`config.mk`:
```
export PLATFORM = sky130hd
export DESIGN_NAME = mem_port_arbiter
export DESIGN_NICKNAME = d
export VERILOG_FILES = /design/src/rtl/mem_port_arbiter.sv
export SDC_FILE = /design/constraint.sdc
export NUM_CORES = 1
export LEC_CHECK = 0
export CORE_ASPECT_RATIO = 1.25
export CORE_MARGIN = 5
export CORE_UTILIZATION = 41
export DETAILED_ROUTE_END_ITERATION = 8
export GPL_TIMING_DRIVEN = 1
export PLACE_DENSITY = 0.95
export SYNTH_ARGS = -nofsm -noshare
export SYNTH_HDL_FRONTEND = slang
export SYNTH_SLANG_ARGS = --single-unit
```
`constraint.sdc`:
```
create_clock -name clk -period 2.9 [get_ports clk]
set_input_delay 0.725 -clock clk [delete_from_list [all_inputs] [get_ports clk]]
set_output_delay 0.725 -clock clk [all_outputs]
set_load 0.01 [all_outputs]
```
`src/rtl/mem_port_arbiter.sv`:
```
// mem_port_arbiter
//   Arbitrates a fetch port and a load/store port onto one shared memory
//   port, with at most one transaction outstanding. Data normally wins;
//   a pending fetch wins once STARVE_MAX consecutive data grants have been
//   issued while it waited.
// Ports:
//   clk, rst                       clock, synchronous active-high reset
//   if_req/if_addr                 fetch request (held until if_gnt)
//   if_gnt/if_rvalid/if_rdata      fetch grant, response pulse, data
//   d_req/d_we/d_addr/d_wdata/d_size  load/store request (held until d_gnt)
//   d_gnt/d_rvalid/d_rdata         data grant, response pulse, load data
//   mem_req/we/addr/wdata/size     shared-port request bundle
//   mem_gnt/mem_rvalid/mem_rdata   shared-port handshake and response
module mem_port_arbiter #(
  parameter int unsigned STARVE_MAX = 4
) (
  input  logic        clk,
  input  logic        rst,
  input  logic        if_req,
  input  logic [31:0] if_addr,
  output logic        if_gnt,
  output logic        if_rvalid,
  output logic [31:0] if_rdata,
  input  logic        d_req,
  input  logic        d_we,
  input  logic [31:0] d_addr,
  input  logic [31:0] d_wdata,
  input  logic [2:0]  d_size,
  output logic        d_gnt,
  output logic        d_rvalid,
  output logic [31:0] d_rdata,
  output logic        mem_req,
  output logic        mem_we,
  output logic [31:0] mem_addr,
  output logic [31:0] mem_wdata,
  output logic [2:0]  mem_size,
  input  logic        mem_gnt,
  input  logic        mem_rvalid,
  input  logic [31:0] mem_rdata
);

  localparam logic [3:0] STARVE_LIM = 4'(STARVE_MAX);

  typedef enum logic [1:0] {IDLE, REQ, RESP} state_e;

  state_e      state_q, state_d;
  logic        owner_d_q, owner_d_d;   // 1 = data port owns the transaction
  logic        we_q, we_d;
  logic [31:0] addr_q, addr_d;
  logic [31:0] wdata_q, wdata_d;
  logic [2:0]  size_q, size_d;
  logic [3:0]  starve_q, starve_d;
  logic        pick_fetch;

  always_comb begin
    state_d   = state_q;
    owner_d_d = owner_d_q;
    we_d      = we_q;
    addr_d    = addr_q;
    wdata_d   = wdata_q;
    size_d    = size_q;
    starve_d  = starve_q;

    if_gnt    = 1'b0;
    if_rvalid = 1'b0;
    if_rdata  = '0;
    d_gnt     = 1'b0;
    d_rvalid  = 1'b0;
    d_rdata   = '0;
    mem_req   = 1'b0;
    mem_we    = 1'b0;
    mem_addr  = '0;
    mem_wdata = '0;
    mem_size  = '0;

    pick_fetch = if_req && (!d_req || (starve_q >= STARVE_LIM));

    case (state_q)
      IDLE: begin
        if (if_req || d_req) begin
          state_d = REQ;
          if (pick_fetch) begin
            owner_d_d = 1'b0;
            we_d      = 1'b0;
            addr_d    = if_addr;
            wdata_d   = '0;
            size_d    = 3'b010;
          end else begin
            owner_d_d = 1'b1;
            we_d      = d_we;
            addr_d    = d_addr;
            wdata_d   = d_wdata;
            size_d    = d_size;
          end
        end
      end
      REQ: begin
        mem_req   = 1'b1;
        mem_we    = we_q;
        mem_addr  = addr_q;
        mem_wdata = wdata_q;
        mem_size  = size_q;
        if (mem_gnt) begin
          state_d = RESP;
          if (owner_d_q) begin
            d_gnt = 1'b1;
            // Only data grants that actually make a fetch wait count.
            if (if_req && (starve_q != 4'hF)) starve_d = starve_q + 4'd1;
          end else begin
            if_gnt   = 1'b1;
            starve_d = '0;
          end
        end
      end
      RESP: begin
        if (mem_rvalid) begin
          state_d = IDLE;
          if (owner_d_q) begin
            d_rvalid = 1'b1;
            d_rdata  = mem_rdata;
          end else begin
            if_rvalid = 1'b1;
            if_rdata  = mem_rdata;
          end
        end
      end
      default: state_d = IDLE;
    endcase

    // Reset is synchronous, so the state may still read REQ/RESP during the
    // reset cycle; outputs are forced quiet so no pulse escapes an abort.
    if (rst) begin
      if_gnt    = 1'b0;
      if_rvalid = 1'b0;
      if_rdata  = '0;
      d_gnt     = 1'b0;
      d_rvalid  = 1'b0;
      d_rdata   = '0;
      mem_req   = 1'b0;
      mem_we    = 1'b0;
      mem_addr  = '0;
      mem_wdata = '0;
      mem_size  = '0;
    end
  end

  always_ff @(posedge clk) begin
    if (rst) begin
      state_q   <= IDLE;
      owner_d_q <= 1'b0;
      we_q      <= 1'b0;
      addr_q    <= '0;
      wdata_q   <= '0;
      size_q    <= '0;
      starve_q  <= '0;
    end else begin
      state_q   <= state_d;
      owner_d_q <= owner_d_d;
      we_q      <= we_d;
      addr_q    <= addr_d;
      wdata_q   <= wdata_d;
      size_q    <= size_d;
      starve_q  <= starve_d;
    end
  end

endmodule
```
; ---- Yosys cells after proc, flatten, opt, wreduce, memory -nomap -nowiden
; Index checks and enable logic that the tools add are counted.
; W data, S select, Z words.
[op_classes]
n_mux = 43
n_reduce_logical = 9
eq_ne = 7
magnitude_cmp = 1
n_addsub = 1
[op_table]
columns = cell, count
row1 = $mux W32, 14
row2 = $mux W1, 20
row3 = $mux W3, 3
row4 = $mux W4, 2
row5 = $mux W2, 3
row6 = $ne A2 B2 Y1 const B, 3
row7 = $pmux W2 S3, 1
row8 = $reduce_and A3 Y1, 2
row9 = $add A4 B1 Y4 const B, 1
row10 = $ge A4 B3 Y1 const B, 1
row11 = $ne A4 B4 Y1 const B, 1
row12 = $eq A2 B1 Y1 const B, 1
row13 = $eq A2 B2 Y1 const B, 1
row14 = $logic_and A1 B1 Y1, 2
row15 = $logic_not A2 Y1, 1
row16 = $logic_or A1 B1 Y1, 2
row17 = $ne A2 B1 Y1 const B, 1
row18 = $reduce_and A2 Y1, 1
row19 = $logic_not A1 Y1, 1
[word_totals]
inputBits = 138
elab_cells = 68
reg_bits = 75
output_inout_bits = 137

; ---- Longest topological paths before layout
[depth]
depth_word = 4
ltp_mapped = 6
mapped_depth_nobuf = 4

; ---- Worst setup path after synthesis
; OpenSTA, ideal clock, no wires.
[synth_path]
path_type = input-to-output
startpoint = input port rst
endpoint = output port if_rdata[22]
required_ps = 2175
path_slack_ps = 395
arrival_ps = 1780
stages = 5
n_path_buf = 2
cell_sequence = clkbuf_1 nand3b_1 nor3_2 clkbuf_1 and2_1
[synth_via]
elab_chain_len = 1
[synth_lines]
columns = element, line
row1 = start: declaration, 18  ; input logic rst,
row2 = $mux W32, 132  ; if (rst) begin
row3 = end: declaration, 23  ; output logic [31:0] if_rdata,
; Every way passes these cells.

; ---- Final worst setup path
[layout_path]
startpoint = input port mem_rvalid
endpoint = output port d_rdata[2]
[layout_via]
elab_chain_len = 3
[layout_lines]
columns = element, line
row1 = start: declaration, 38  ; input logic mem_rvalid,
row2 = $mux W32, 116  ; if (mem_rvalid) begin
row3 = $mux W32, 78  ; case (state_q)
row4 = $mux W32, 132
row5 = end: declaration, 31  ; output logic [31:0] d_rdata,
; Every way passes these cells.

==> flow_metrics.env <==
export IMPL_rsz0062_at_grt="false"
export IMPL_fin_setup_tns_ns=0
export IMPL_initial_core_util_pct=41.7
export IMPL_sw_frac_of_total_pct=29.6
export IMPL_period_needed_ns=2.86
export IMPL_ir_worst_vdd_uv=272
export IMPL_htreeDepth=3
export IMPL_fin_util_pct=72.6
export IMPL_antenna_left=0
export IMPL_hpwlAfterDp_mm=13.5
export IMPL_period_share_pct=98.5
export IMPL_hold_buffers=0
export IMPL_via_count=5719
export IMPL_cp_required_ns=2.17
export IMPL_drive_gt1_share_pct=10.4
export IMPL_first_pass_iters=5
export IMPL_clkTransAtPathRegs_ns=0.06
export IMPL_power_internal_mw=2.21
export IMPL_avgSynthCellArea_um2=8.17
export IMPL_slew_headroom_pct=17.4
export IMPL_cts_tree="done"
export IMPL_synth_edf_count=0
export IMPL_syn_inst=566
export IMPL_grt_max_degree=60
export IMPL_insertion_delay_ns=0.33
export IMPL_final_common_cell="clkdlybuf4s50_1"
export IMPL_clock_skew_ns=0.0112
export IMPL_max_slew_worst_pin_slew_ns=1.24
export IMPL_core_area_um2=11100
export IMPL_cpMostUsedCell="dlygate4sd2_1"
export IMPL_hp_class="flip-flop to flip-flop"
export IMPL_finalNetCount=950
export IMPL_pwr_share_seq_pct=37.7
export IMPL_drc_errors=0
export IMPL_hold_viol_final=0
export IMPL_cts_root_buf="clkbuf_16"
export IMPL_drt_iter0_markers=371
export IMPL_ios=275
export IMPL_track_usage_pct=26.8
export IMPL_finalSetupViolations=0
export IMPL_critPathTopFamily="buffers and inverters"
export IMPL_die_w_um=105
export IMPL_area_delta_synth_final_pct=74.0
export IMPL_postSynth_asyncResetShare_pct=0
export IMPL_path_buf_inv=5
export IMPL_combPwrFrac_pct=26.5
export IMPL_cp_slowest_stage_delay_ns=0.27
export IMPL_yosysUniqueCellTypes=38
export IMPL_worst_slack_ns=0.0435
export IMPL_maxClockFrequency_ghz=0.350
export IMPL_clock_power_share_pct=35.9
export IMPL_powerDensity_nw_per_um2=389
export IMPL_row_count=43
export IMPL_grt_pass1_vias=5709
export IMPL_ys_seq_elements=75
export IMPL_final_cells=951
export IMPL_antenna_found_initial=0
export IMPL_grt_pass1_wl_mm=30.3
export IMPL_globalplace_congestion=0.896
export IMPL_wirelength_mm=19.8
export IMPL_io_buffers=274
export IMPL_mostFrequentLayoutCells="clkdlybuf4s50_1, and2_1, dfxtp_1, a21oi_1, dlymetal6s2s_1"
export IMPL_yosysWarnings=0
export IMPL_cp_max_fo=8
export IMPL_p_switching_mw=0.926
export IMPL_synthFlopType="dfxtp_1"
export IMPL_syn_num_nets=705
export IMPL_end_kind="output pin"
export IMPL_crit_path_start_kind="input pin"
export IMPL_worstPathArrival_ns=2.13
export IMPL_netlist_area_um2=4620
export IMPL_dp_cells=922
export IMPL_yosysSeqAreaShare_pct=32.5
export IMPL_crit_chain="dlygate4sd2_1 > nand3b_1 > buf_4 > nor3b_4 > buf_6 > bufbuf_16 > and2_1 > dlygate4sd2_1"
export IMPL_cts_num_sinks=75
export IMPL_report_final_slew_viol_count=0
export IMPL_gr_total_overflow=0
export IMPL_clock_path_buffers=2
export IMPL_place_ws_ns=-0.390
export IMPL_die_area_um2=13500
export IMPL_cts_buffers=9
export IMPL_die_y_um=129
export IMPL_wl_per_cell_um=20.8
export IMPL_max_cap_viol_count=0
export IMPL_crit_type="input pin to output pin"
export IMPL_power_leakage_nw=4.29
export IMPL_outcome="complete, no violations"
export IMPL_n_antenna_cell=0
export IMPL_via_per_inst=6.01
export IMPL_slowest_stage="dlygate4sd2_1"
[registers in the layout, indices dropped and copies added, names as in the netlist]
signal,cells
starve_q,4
wdata_q,32
we_q,1
addr_q,32
state_q,2
owner_d_q,1
size_q,3
[worst register-to-register path: stages (launching register included)]
cell and delay (ns):
dfxtp_1 0.41, or2_1 0.54, a2111oi_0 0.88, nor4_1 0.13
[power by group through the flow]
stage | Combinational (mW) | Clock (mW) | Sequential, mW
CTS | 0.827 | 1.14 | 1.18
finish | 0.829 | 1.12 | 1.18
detailed placement | 0.806 | 0 | 1.20
floorplan | 0.416 | 0 | 1.18
global placement | 0.775 | 0 | 1.19
global route | 0.890 | 1.20 | 1.19
[metal layers]
layer / vias to the layer above / part of all wire (%) / track usage, %
met3: 40 / 8.6 / 7.48
met4: 0 / 2.1 / 8.28
li1: 2620 / - / -
met5: - / 0 / 0
met2: 330 / 51 / 44.4
met1: 2729 / 39 / 34.0
[Yosys cell counts, types with 2 or more instances]
cell type	n	area, um^2
nor3b_2	3	37.5
nor4_1	64	400
nor2_1	4	15.0
and2_1	133	832
a21oi_1	72	360
buf_6	6	67.6
nand3b_1	2	15.0
or2_1	2	12.5
clkbuf_1	49	184
inv_1	2	7.51
nor3_1	6	30.0
buf_2	18	90.1
o2111ai_1	35	307
a211oi_1	2	15.0
dfxtp_1	75	1500
buf_4	4	30.0
o21ai_0	36	180
nand4_1	2	12.5
a2111oi_2	16	240
a2111oi_0	17	149
[final cells by class]
cell class / instances / area [um^2]
Sequential cell: 75 / 1500
Tap cell: 135 / 169
Clock buffer: 10 / 229
Fill cell: 802 / 3040
Multi-Input combinational cell: 410 / 2780
Timing Repair Buffer: 312 / 3290
Inverter: 3 / 11.3
Clock inverter: 6 / 71.3
[worst paths after layout]
check	start	cells past startpoint	to	slack, ns
max	mem_rvalid	8	d_rdata[2]	0.04
min	wdata_q[16]$_SDFFE_PP0P_	2	wdata_q[16]$_SDFFE_PP0P_	0.47
max reg2reg	starve_q[2]$_SDFFE_PP0P_	3	addr_q[6]$_SDFFE_PP0P_	0.79
min reg2reg	wdata_q[16]$_SDFFE_PP0P_	2	wdata_q[16]$_SDFFE_PP0P_	0.47
[stage by stage]
step                hold slack, ns  power, mW  cell area (um^2)
finish                       0.472       3.13              8040
global route                 0.499       3.28              8040
CTS                          0.471       3.14              7860
detailed placement           0.462       2.00              7420
global placement             0.453       1.97              7420
floorplan                    0.445       1.60              4620
[cells by family (layout without fill, tap and decap cells)]
logic type,count (synthesis),count (layout),share of synthesized area [%]
and+or+nand+nor,226,226,30.9
buffers and inverters,81,331,8.39
adders and majority gates,1,1,0.271
DFF,75,75,32.5
AOI/OAI and AO/OA,183,183,28.0
[what timing repair did]
| item | 4_1_cts | 5_1_grt |
|---|---|---|
| endpoints found under the setup margin | 108 | 76 |
| gates resized for setup | 81 | 77 |
| cloned | 4 | 0 |
| pin swaps | 3 | 0 |
| setup buffers | 9 | 0 |
| hold endpoints to repair | 0 | 0 |
Power figures use the tool's default switching activity.
